## config.mk

```make
export PLATFORM = sky130hd
export DESIGN_NAME = dma_arbiter
export DESIGN_NICKNAME = d
export VERILOG_FILES = /design/src/rtl/dma_arbiter.sv
export SDC_FILE = /design/constraint.sdc
export NUM_CORES = 1
export LEC_CHECK = 0
export ABC_AREA = 1
export CAP_MARGIN = 20
export CORE_MARGIN = 1.5
export CORE_UTILIZATION = 41
export DETAILED_ROUTE_END_ITERATION = 10
export GPL_TIMING_DRIVEN = 0
export PLACE_DENSITY = 0.87
export RECOVER_POWER = 25
export SLEW_MARGIN = 20
export SYNTH_ARGS = -nofsm -noshare
export SYNTH_HDL_FRONTEND = slang
export SYNTH_SLANG_ARGS = --single-unit
```

## constraint.sdc

```tcl
create_clock -name clk32 -period 2 [get_ports clk32]
set_input_delay 0.4 -clock clk32 [delete_from_list [all_inputs] [get_ports clk32]]
set_output_delay 0.4 -clock clk32 [all_outputs]
set_load 0.03 [all_outputs]
```

## src/rtl/dma_arbiter.sv

```systemverilog
// Round-robin arbiter sharing one flash->PSRAM DMA engine between requesters A and B (optional DMA_TIMEOUT_EN abort).
// Latency: ack 1 cycle after req is seen in IDLE; dma_start 1 cycle after ack; done 1 cycle after dma_busy falls.
// Backpressure: req is level-held until ack; the other requester waits until the arbiter is back in IDLE.
`timescale 1ns/1ps
module dma_arbiter #(
    parameter int unsigned START_WAIT     = 4,
    parameter logic [23:0] TIMEOUT_CYCLES = 24'd3200000
) (
    input  logic        clk32,
    input  logic        resn,
    input  logic        a_req,
    input  logic [23:0] a_src,
    input  logic [21:0] a_dst,
    input  logic [15:0] a_len,
    input  logic        b_req,
    input  logic [23:0] b_src,
    input  logic [21:0] b_dst,
    input  logic [15:0] b_len,
    output logic        a_ack,
    output logic        b_ack,
    output logic        a_done,
    output logic        b_done,
    output logic        a_err,
    output logic        b_err,
    output logic [23:0] dma_flash_src_addr,
    output logic [21:0] dma_psram_dst_addr,
    output logic [15:0] dma_data_length,
    output logic        dma_start,
    input  logic        dma_busy,
    output logic        owner,
    output logic        arb_busy,
    output logic        timeout_flag
);

    typedef enum logic [2:0] {IDLE, ISSUE, WAIT_BUSY, RUN, DRAIN} state_t;

    localparam int WW = (START_WAIT > 1) ? $clog2(START_WAIT + 1) : 1;

    state_t          state;
    logic            last_grant;
    logic [WW-1:0]   wcnt;
    logic            pick_b;

    // On a tie, serve whoever was not granted last.
    assign pick_b   = b_req && (!a_req || !last_grant);
    assign arb_busy = (state != IDLE);

`ifdef DMA_TIMEOUT_EN
    logic [23:0] tcnt;
`else
    logic [23:0] unused_timeout;
    assign unused_timeout = TIMEOUT_CYCLES;
    assign a_err          = 1'b0;
    assign b_err          = 1'b0;
    assign timeout_flag   = 1'b0;
`endif

    always_ff @(posedge clk32 or negedge resn) begin
        if (!resn) begin
            state              <= IDLE;
            last_grant         <= 1'b1;
            wcnt               <= '0;
            owner              <= 1'b0;
            a_ack              <= 1'b0;
            b_ack              <= 1'b0;
            a_done             <= 1'b0;
            b_done             <= 1'b0;
            dma_start          <= 1'b0;
            dma_flash_src_addr <= '0;
            dma_psram_dst_addr <= '0;
            dma_data_length    <= '0;
`ifdef DMA_TIMEOUT_EN
            tcnt               <= '0;
            a_err              <= 1'b0;
            b_err              <= 1'b0;
            timeout_flag       <= 1'b0;
`endif
        end else begin
            a_ack     <= 1'b0;
            b_ack     <= 1'b0;
            a_done    <= 1'b0;
            b_done    <= 1'b0;
            dma_start <= 1'b0;
`ifdef DMA_TIMEOUT_EN
            a_err     <= 1'b0;
            b_err     <= 1'b0;
`endif
            case (state)
                IDLE: begin
                    if (a_req || b_req) begin
                        if (pick_b) begin
                            dma_flash_src_addr <= b_src;
                            dma_psram_dst_addr <= b_dst;
                            dma_data_length    <= b_len;
                            b_ack              <= 1'b1;
                        end else begin
                            dma_flash_src_addr <= a_src;
                            dma_psram_dst_addr <= a_dst;
                            dma_data_length    <= a_len;
                            a_ack              <= 1'b1;
                        end
                        owner      <= pick_b;
                        last_grant <= pick_b;
                        state      <= ISSUE;
                    end
                end
                ISSUE: begin
                    // A zero-length descriptor completes without touching the engine.
                    if (dma_data_length == 16'd0) begin
                        a_done <= !owner;
                        b_done <= owner;
                        state  <= IDLE;
                    end else begin
                        dma_start <= 1'b1;
                        wcnt      <= '0;
                        state     <= WAIT_BUSY;
                    end
                end
                WAIT_BUSY: begin
                    if (dma_busy) begin
`ifdef DMA_TIMEOUT_EN
                        tcnt  <= '0;
`endif
                        state <= RUN;
                    end else if (wcnt == WW'(START_WAIT - 1)) begin
                        // Busy never seen: the copy was short enough to finish unobserved.
                        a_done <= !owner;
                        b_done <= owner;
                        state  <= IDLE;
                    end else begin
                        wcnt <= wcnt + 1'b1;
                    end
                end
                RUN: begin
                    if (!dma_busy) begin
                        a_done <= !owner;
                        b_done <= owner;
                        state  <= IDLE;
                    end
`ifdef DMA_TIMEOUT_EN
                    else if (tcnt == TIMEOUT_CYCLES - 24'd1) begin
                        a_err        <= !owner;
                        b_err        <= owner;
                        a_done       <= !owner;
                        b_done       <= owner;
                        timeout_flag <= 1'b1;
                        state        <= DRAIN;
                    end else begin
                        tcnt <= tcnt + 24'd1;
                    end
`endif
                end
`ifdef DMA_TIMEOUT_EN
                DRAIN: begin
                    // Engine still owns PSRAM; hold off new grants until it lets go.
                    if (!dma_busy) state <= IDLE;
                end
`endif
                default: state <= IDLE;
            endcase
        end
    end

endmodule

```

==> impl_metrics.env <==
export IMPL_clkSlewWorstSetupHoldPaths_ps=70
export IMPL_synth_top_area_share_pct=53.9
export IMPL_critPathMaxStageDelay_ps=710
export IMPL_yosys_area_top_type="dfrtp_1"
export IMPL_max_slew_margin_pct=45.1
export IMPL_path_buf_inv=1
export IMPL_grt_ovfl_total=0
export IMPL_portBuffers=197
export IMPL_clock_path_buffers=2
export IMPL_setup_violations=0
export IMPL_drtPass1Iterations=4
export IMPL_critical_path_class="flip-flop to output port"
export IMPL_leakage_nw=2.52
export IMPL_vdd_drop_max_mv=0.684
export IMPL_root_buffer="clkbuf_8"
export IMPL_syn_inst=414
export IMPL_period_share_pct=93.3
export IMPL_top_usage_layer="met2"
export IMPL_ys_ff_latch=74
export IMPL_rows=32
export IMPL_maxSlewViolCount=0
export IMPL_gp_congestion=0.781
export IMPL_synth_avg_cell_area_sq_um=8.18
export IMPL_cts_buffers=9
export IMPL_grt_max_degree=44
export IMPL_synth_area_leaders="dfrtp_1 54%, nand2_1 13%, o21ai_1 7.2%"
export IMPL_cp_slowest_cell="clkdlybuf4s50_1"
export IMPL_fin_crit_ps=1870
export IMPL_dp_hpwl_mm=8.36
export IMPL_setup_tns_ps=0
export IMPL_final_common_cell="clkdlybuf4s50_1"
export IMPL_arrival_ps=1470
export IMPL_grt_pass1_vias=3564
export IMPL_wl_mm=10.9
export IMPL_end_kind="output port"
export IMPL_wire_per_inst_microns=14.8
export IMPL_hold_ws_ps=476
export IMPL_layout_drive_gt1_share_pct=6.97
export IMPL_io_pins=201
export IMPL_drc_errors=0
export IMPL_skew_ps=8.98
export IMPL_syn_area_sq_um=3390
export IMPL_first_iter_violations=124
export IMPL_die_y_microns=93.9
export IMPL_grtUsageMet2_pct=44.2
export IMPL_cellPowerDensity_nw_per_um2=1520
export IMPL_insertion_delay_ps=340
export IMPL_run_status="finished clean"
export IMPL_finish_utilization_pct=72.6
export IMPL_die_w_microns=93.9
export IMPL_track_usage_pct=25.3
export IMPL_via_per_inst=4.91
export IMPL_hold_viol_final=0
export IMPL_yosysSeqAreaShare_pct=54.7
export IMPL_tightestPinTransition_ps=823
export IMPL_ant_nets=0
export IMPL_nets=757
export IMPL_dr_total_vias=3602
export IMPL_cp_cell_sequence="clkdlybuf4s50_1"
export IMPL_coreArea_sq_um=7850
export IMPL_min_path_type="flip-flop to flip-flop"
export IMPL_final_cell_mix="195 x clkdlybuf4s50_1, 115 x nand2_1, 73 x dfrtp_1, 62 x nor2_1, 49 x o21ai_1"
export IMPL_cp_top_family="buffers and inverters"
export IMPL_die_area_sq_um=8820
export IMPL_cts_tree="done"
export IMPL_insertedDiodeCount=0
export IMPL_post_route_cell_area_sq_um=5700
export IMPL_fillers=586
export IMPL_antenna_found_initial=0
export IMPL_met3_usage_pct=8.74
export IMPL_cts_setup_buffers=0
export IMPL_clock_sinks=74
export IMPL_startpoint_type="flip-flop"
export IMPL_grt_setup_unrepaired="false"
export IMPL_initial_utilization_pct=43.2
export IMPL_yosys_warnings=0
export IMPL_htree_levels=3
export IMPL_p_total_mw=8.65
export IMPL_cp_data_required_time_ps=1600
export IMPL_drv_cap=0
export IMPL_post_dp_cell_area_sq_um=5510
export IMPL_fmax_ghz=0.536
export IMPL_met1_usage_pct=28.1
export IMPL_area_growth_pct=68.3
export IMPL_crit_fanout=3
export IMPL_ys_types=22
export IMPL_grt_pass1_wl_mm=16.9
## Yosys cell counts
| master | instances |
|---|---|
| nand2_1 | 115 |
| dfrtp_1 | 73 |
| nor2_1 | 62 |
| o21ai_1 | 49 |
| o21ai_0 | 44 |
| nand3_1 | 22 |
| buf_2 | 9 |
| buf_4 | 8 |
| inv_1 | 8 |
| clkbuf_1 | 6 |
| inv_2 | 4 |
| a21oi_1 | 2 |
| buf_6 | 2 |
| ha_1 | 2 |
| a21oi_2 | 1 |
| a21oi_4 | 1 |
| clkinv_1 | 1 |
| conb_1 | 1 |
| dfstp_2 | 1 |
| nor2_2 | 1 |
| nor2_8 | 1 |
| nor3_1 | 1 |
## power by group
part / total (mW) / leakage [nW] / internal (mW) / switching [mW]
clock network: 1.07 / 0.0965 / 0.550 / 0.519
registers: 2.68 / 0.913 / 2.22 / 0.459
logic: 4.89 / 1.51 / 2.00 / 2.89
## metal layers
layer	share of wire (%)	vias up
met4	2.1	0
met1	39	1666
met5	0	-
met2	49	162
met3	9.8	18
li1	-	1756
## what timing repair did
| item | CTS | global route |
|---|---|---|
| hold buffers | 1 | 0 |
| gates resized for setup | 1 | 0 |
| endpoints found under the setup margin | 1 | 0 |
| hold endpoints to repair | 15 | 0 |
## registers in the layout (all words and copies together), names as in the netlist
name and count:
owner 1, b_done 1, b_ack 1, dma_start 1, wcnt 3, dma_flash_src_addr 24, a_done 1, dma_psram_dst_addr 22
last_grant 1, state 2, a_ack 1, dma_data_length 16
## logic make-up (layout without fill, tap and decap cells)
logic type,Yosys count,in the layout,synth area share [%]
compound gates,97,97,14.8
fa+ha+maj,2,2,0.739
buf+inv,38,253,5.87
flops,74,74,54.7
other cells,1,3,0.111
simple gates,202,202,23.8
## final timing paths
check	from	end	slack [ps]	cells past startpoint
max	dma_data_length[15]	dma_data_length[15]	130	1
min	last_grant	last_grant	480	2
max reg2reg	last_grant	dma_flash_src_addr[6]	430	6
min reg2reg	last_grant	last_grant	480	2
max in group asynchronous	resn	dma_flash_src_addr[7]	590	3
min in group asynchronous	resn	dma_psram_dst_addr[2]	690	2
## area by class of cell
class	instances	area, sq um	area share (%)
plain buffers	25	150	2.63
clock buffers	14	173	3.03
clock inverters	2	10.0	0.176
inverters	13	48.8	0.856
multi-input cells	304	1340	23.6
flip-flops and latches	74	1850	32.5
well taps	102	128	2.24
repair buffers	199	2000	35.0
## through the flow
step                      setup slack (ps)  std cells
after detailed placement             -36.3        716
after global placement               -2010        715
final                                  135        733
after floorplan                        681        416
after global routing                  89.4        733
after CTS                              119        733
Note: power is estimated with default switching activity, not from simulation.
